$ cat src/rtl/csr_pkg.sv
// Shared CSR bus payloads, master FSM states and default timeout.
package csr_pkg;

  localparam int unsigned CSR_SELECT_W        = 16;
  localparam int unsigned CSR_ADDRESS_W       = 16;
  localparam int unsigned CSR_DATA_W          = 32;
  localparam int unsigned CSR_DEFAULT_TIMEOUT = 1024;

  typedef struct packed {
    logic                     valid;
    logic                     read_not_write;
    logic [CSR_SELECT_W-1:0]  select;
    logic [CSR_ADDRESS_W-1:0] address;
    logic [CSR_DATA_W-1:0]    data;
  } csr_request_t;

  typedef struct packed {
    logic                  ack;
    logic                  read_data_valid;
    logic [CSR_DATA_W-1:0] read_data;
  } csr_response_t;

  typedef enum logic [1:0] {
    IDLE      = 2'd0,
    REQ       = 2'd1,
    WAIT_DATA = 2'd2,
    RESP      = 2'd3
  } csr_master_state_t;

endpackage

$ cat src/rtl/csr_master.sv
// CSR initiator: turns single local commands into CSR bus transactions and
// returns one response per command, with read data or a timeout flag.
module csr_master
  import csr_pkg::*;
#(
  parameter int unsigned TIMEOUT_CYCLES = CSR_DEFAULT_TIMEOUT,
  parameter int unsigned TIMEOUT_WIDTH  = 16
) (
  input  logic                     clk,
  input  logic                     reset_n,
  input  logic                     cmd__valid,
  output logic                     cmd__ready,
  input  logic                     cmd__read_not_write,
  input  logic [CSR_SELECT_W-1:0]  cmd__select,
  input  logic [CSR_ADDRESS_W-1:0] cmd__address,
  input  logic [CSR_DATA_W-1:0]    cmd__data,
  output logic                     rsp__valid,
  output logic                     rsp__timeout,
  output logic [CSR_DATA_W-1:0]    rsp__read_data,
  output logic                     csr_request__valid,
  output logic                     csr_request__read_not_write,
  output logic [CSR_SELECT_W-1:0]  csr_request__select,
  output logic [CSR_ADDRESS_W-1:0] csr_request__address,
  output logic [CSR_DATA_W-1:0]    csr_request__data,
  input  logic                     csr_response__ack,
  input  logic                     csr_response__read_data_valid,
  input  logic [CSR_DATA_W-1:0]    csr_response__read_data
);

  localparam logic [TIMEOUT_WIDTH-1:0] TIMEOUT_LAST = TIMEOUT_WIDTH'(TIMEOUT_CYCLES - 1);
  localparam logic [TIMEOUT_WIDTH-1:0] CNT_MAX      = {TIMEOUT_WIDTH{1'b1}};

  csr_master_state_t         state;
  csr_request_t              req_q;
  csr_response_t             rsp_in;
  logic [TIMEOUT_WIDTH-1:0]  cnt;
  logic                      cmd_ready_q;
  logic                      rsp_valid_q;
  logic                      rsp_timeout_q;
  logic [CSR_DATA_W-1:0]     rsp_data_q;
  logic                      timed_out_c;
  logic [TIMEOUT_WIDTH-1:0]  cnt_inc_c;

  assign rsp_in.ack             = csr_response__ack;
  assign rsp_in.read_data_valid = csr_response__read_data_valid;
  assign rsp_in.read_data       = csr_response__read_data;

  // Saturating timeout counter next value and expiry flag.
  always_comb begin
    timed_out_c = (cnt == TIMEOUT_LAST);
    cnt_inc_c   = (cnt == CNT_MAX) ? cnt : cnt + TIMEOUT_WIDTH'(1);
  end

  always_ff @(posedge clk or negedge reset_n) begin
    if (!reset_n) begin
      state         <= IDLE;
      req_q         <= '0;
      cnt           <= '0;
      cmd_ready_q   <= 1'b0;
      rsp_valid_q   <= 1'b0;
      rsp_timeout_q <= 1'b0;
      rsp_data_q    <= '0;
    end else begin
      case (state)
        IDLE: begin
          cmd_ready_q <= 1'b1;
          if (cmd__valid && cmd_ready_q) begin
            req_q.valid          <= 1'b1;
            req_q.read_not_write <= cmd__read_not_write;
            req_q.select         <= cmd__select;
            req_q.address        <= cmd__address;
            req_q.data           <= cmd__data;
            cnt                  <= '0;
            cmd_ready_q          <= 1'b0;
            state                <= REQ;
          end
        end
        REQ: begin
          if (rsp_in.ack) begin
            req_q.valid <= 1'b0;
            cnt         <= '0;
            if (!req_q.read_not_write) begin
              rsp_valid_q <= 1'b1;
              rsp_data_q  <= '0;
              state       <= RESP;
            end else if (rsp_in.read_data_valid) begin
              // Responder returned data in the ack cycle; skip WAIT_DATA.
              rsp_valid_q <= 1'b1;
              rsp_data_q  <= rsp_in.read_data;
              state       <= RESP;
            end else begin
              state <= WAIT_DATA;
            end
          end else if (timed_out_c) begin
            req_q.valid   <= 1'b0;
            rsp_valid_q   <= 1'b1;
            rsp_timeout_q <= 1'b1;
            rsp_data_q    <= '0;
            state         <= RESP;
          end else begin
            cnt <= cnt_inc_c;
          end
        end
        WAIT_DATA: begin
          if (rsp_in.read_data_valid) begin
            rsp_valid_q <= 1'b1;
            rsp_data_q  <= rsp_in.read_data;
            state       <= RESP;
          end else if (timed_out_c) begin
            rsp_valid_q   <= 1'b1;
            rsp_timeout_q <= 1'b1;
            rsp_data_q    <= '0;
            state         <= RESP;
          end else begin
            cnt <= cnt_inc_c;
          end
        end
        RESP: begin
          rsp_valid_q   <= 1'b0;
          rsp_timeout_q <= 1'b0;
          rsp_data_q    <= '0;
          cmd_ready_q   <= 1'b1;
          state         <= IDLE;
        end
        default: state <= IDLE;
      endcase
    end
  end

  assign cmd__ready                  = cmd_ready_q;
  assign rsp__valid                  = rsp_valid_q;
  assign rsp__timeout                = rsp_timeout_q;
  assign rsp__read_data              = rsp_data_q;
  assign csr_request__valid          = req_q.valid;
  assign csr_request__read_not_write = req_q.read_not_write;
  assign csr_request__select         = req_q.select;
  assign csr_request__address        = req_q.address;
  assign csr_request__data           = req_q.data;

endmodule
$ cat config.mk
export PLATFORM = sky130hd
export DESIGN_NAME = csr_master
export DESIGN_NICKNAME = d
export VERILOG_FILES = /design/src/rtl/csr_pkg.sv /design/src/rtl/csr_master.sv
export SDC_FILE = /design/constraint.sdc
export NUM_CORES = 1
export LEC_CHECK = 0
export CAP_MARGIN = 25
export CELL_PAD_IN_SITES_DETAIL_PLACEMENT = 2
export CELL_PAD_IN_SITES_GLOBAL_PLACEMENT = 2
export CORE_UTILIZATION = 29
export DETAILED_ROUTE_END_ITERATION = 10
export PLACE_DENSITY = 0.85
export SKIP_CTS_REPAIR_TIMING = 1
export SLEW_MARGIN = 5
export SYNTH_ARGS = -nofsm -noshare
export SYNTH_HDL_FRONTEND = slang
export SYNTH_SLANG_ARGS = --single-unit
$ cat constraint.sdc
create_clock -name clk -period 5 [get_ports clk]
set_input_delay 1.5 -clock clk [delete_from_list [all_inputs] [get_ports clk]]
set_output_delay 1.5 -clock clk [all_outputs]
set_load 0.1 [all_outputs]
==> results.yml <==
route:
  firstDrtPassIters: 4
  drt_wl_total_mm: 18.3
  via_per_inst: 5.00
  dr.first_iter.drc_count: 119
  ant_nets: 0
  vias: 4048
  drc: 0
  avgRoutedWirePerCell_microns: 22.6
logic_synthesis:
  syn_avg_cell_area_sq_um: 13.4
  syn-num-nets: 478
  synth_top_area_cell: "dfrtp_1"
  synthFlopType: "dfrtp_1"
  synthCells: 369
  netlist.area_leader.share_pct: 60.1
  synth_warnings: 0
  ys_seq_area_share_pct: 60.1
  synth_enable_flop_cells: 0
  synth_seq_cells: 119
  syn_area_sq_um: 4960
  synthTopCellsByArea: "dfrtp_1, mux2_2, a22o_1"
  synth.distinct_cells: 48
  async_flop_share_pct: 100
worst_setup_path:
  path_buf_inv: 1
  max_stage_delay_ns: 1.19
  critPathRequiredTime_ns: 3.50
  critPathCaptureType: "output pin"
  crit_fanout: 7
  worstSetupStartpointType: "register"
  slowest_stage: "clkdlybuf4s50_1"
  critPathTopFamily: "buffers and inverters"
  worstSetupPathType: "register to output pin"
  path_cells: "clkdlybuf4s50_1"
  r2r_slack_ns: 2.33
  crit_arrival_ns: 2.10
timing:
  finalHoldViolCount: 0
  setup_ws_ns: 1.40
  slew_violations: 0
  period_needed_ns: 3.60
  grt_setup_unrepaired: "no"
  finalCritPeriodShare_pct: 72.0
  skew_ns: 0.0152
  max_slew_margin_pct: 30.5
  setup_viol: 0
  tns_ns: 0
  tightest_slew_ns: 1.04
  fmax_mhz: 278
floorplanning:
  start_util_pct: 29.8
  io_pins: 203
  dieArea_sq_um: 17600
  die_x_microns: 133
  rows: 47
  fp.dieH_microns: 133
  core_sq_um: 16600
placed_design:
  gp_congestion: 0.804
  dp_cells: 777
  dpl_worst_slack_ns: 1.34
  dp_hpwl_mm: 11.9
  io_buffer_count: 202
clock_tree:
  cts_buffers: 17
  htree_levels: 4
  cts.sinks: 119
  cts_buffer_depth: 2
  cts_root_buffer: "clkbuf_16"
  cts_tree: "yes"
  clock_latency_ns: 0.43
  clk_pin_slew_worst_paths_ns: 0.06
layout:
  antenna_cells: 0
  utilization_pct: 47.1
  fin_nets: 686
  areaGrowthSynthToFinish_pct: 58.2
  fin_cells: 810
  drive_gt1_share_pct: 19.0
grt:
  grtUsageTotal_pct: 21.6
  grt-ovfl-total: 0
  grt_pass1_vias: 4829
  grt_pass1_wl_mm: 28.2
  grt_antenna_before_repair: 0
  grt_max_degree: 76
status:
  outcome: "complete, no violations"
job:
  maxCapViolCount: 0
hold_path:
  hold_path.class: "register to register"
[path summary, 6_finish.rpt]
path                                            start               endpoint  cells past startpoint
worst max-delay path                       cmd__ready             cmd__ready                      1
worst min-delay path            csr_request__data[15]  csr_request__data[15]                      1
worst max register to register               state[0]                cnt[15]                      7
worst min register to register  csr_request__data[15]  csr_request__data[15]                      1
max in group asynchronous                     reset_n     rsp__read_data[16]                      3
min in group asynchronous                     reset_n  csr_request__data[25]                      1
[flip-flops by register name (all words and copies together) (netlist names)]
register                     count
csr_request__data               32
rsp__read_data                  32
cnt                             16
csr_request__address            16
csr_request__select             16
state                            2
cmd__ready                       1
csr_request__read_not_write      1
csr_request__valid               1
rsp__timeout                     1
rsp__valid                       1
[layer usage]
layer  up-vias  part of all wire [%]  track usage, %
met2       184                    53            39.2
met4         0                   3.8            11.2
li1       1789                     -               -
met1      2035                    36            21.6
met3        40                   7.2            7.62
met5         -                     0               0
[cells in the final DEF (no fill, tap or decap), types with 7 or more instances in the layout]
master           instances
a21oi_1                 16
a22o_1                  32
clkbuf_16               17
clkdlybuf4s50_1        201
dfrtp_1                119
ha_1                     7
mux2_2                  65
nand2_1                 11
nand3_1                 10
nor2_1                  12
o21ai_0                  9
[stage by stage]
step / cell area, sq um / hold slack, ns
CTS: 7820 / 0.510
floorplan: 4960 / 0.481
finish: 7840 / 0.506
detailed placement: 7220 / 0.494
global placement: 7200 / 0.488
global route: 7840 / 0.520
[Yosys cell counts (2+ instances only)]
cell       number
dfrtp_1       119
mux2_2         65
a22o_1         32
a21oi_1        16
clkbuf_1       14
nor2_1         12
nand2_1        11
nand3_1        11
o21ai_0         9
ha_1            7
a31oi_1         5
inv_1           5
o31ai_1         5
and3_1          4
nor3_1          4
and4_1          3
buf_6           3
nor2b_1         3
or3_1           3
or4_1           3
and2_1          2
mux2i_1         2
nand2b_1        2
nand4_1         2
nand4bb_1       2
o311ai_0        2
o41ai_1         2
[layout make-up]
| class | instances | area [sq um] |
|---|---|---|
| Clock inverter | 10 | 119 |
| Fill cell | 1599 | 8800 |
| Timing Repair Buffer | 207 | 2100 |
| Sequential cell | 119 | 2980 |
| Multi-Input combinational cell | 227 | 1880 |
| Inverter | 5 | 18.8 |
| Tap cell | 220 | 275 |
| Clock buffer | 22 | 474 |
[cells by family after synthesis]
logic type,share of synthesized area (%)
AND/OR/NAND/NOR,8.10
multiplexers,15.2
AO/OA/AOI/OAI,12.4
buffers and inverters,2.27
flip-flops,60.1
XOR/XNOR,0.177
adder cells (fa/ha/maj),1.77
Power is not shown: default switching activity piles up to over one toggle a cycle in this logic, so the estimate is an artifact.
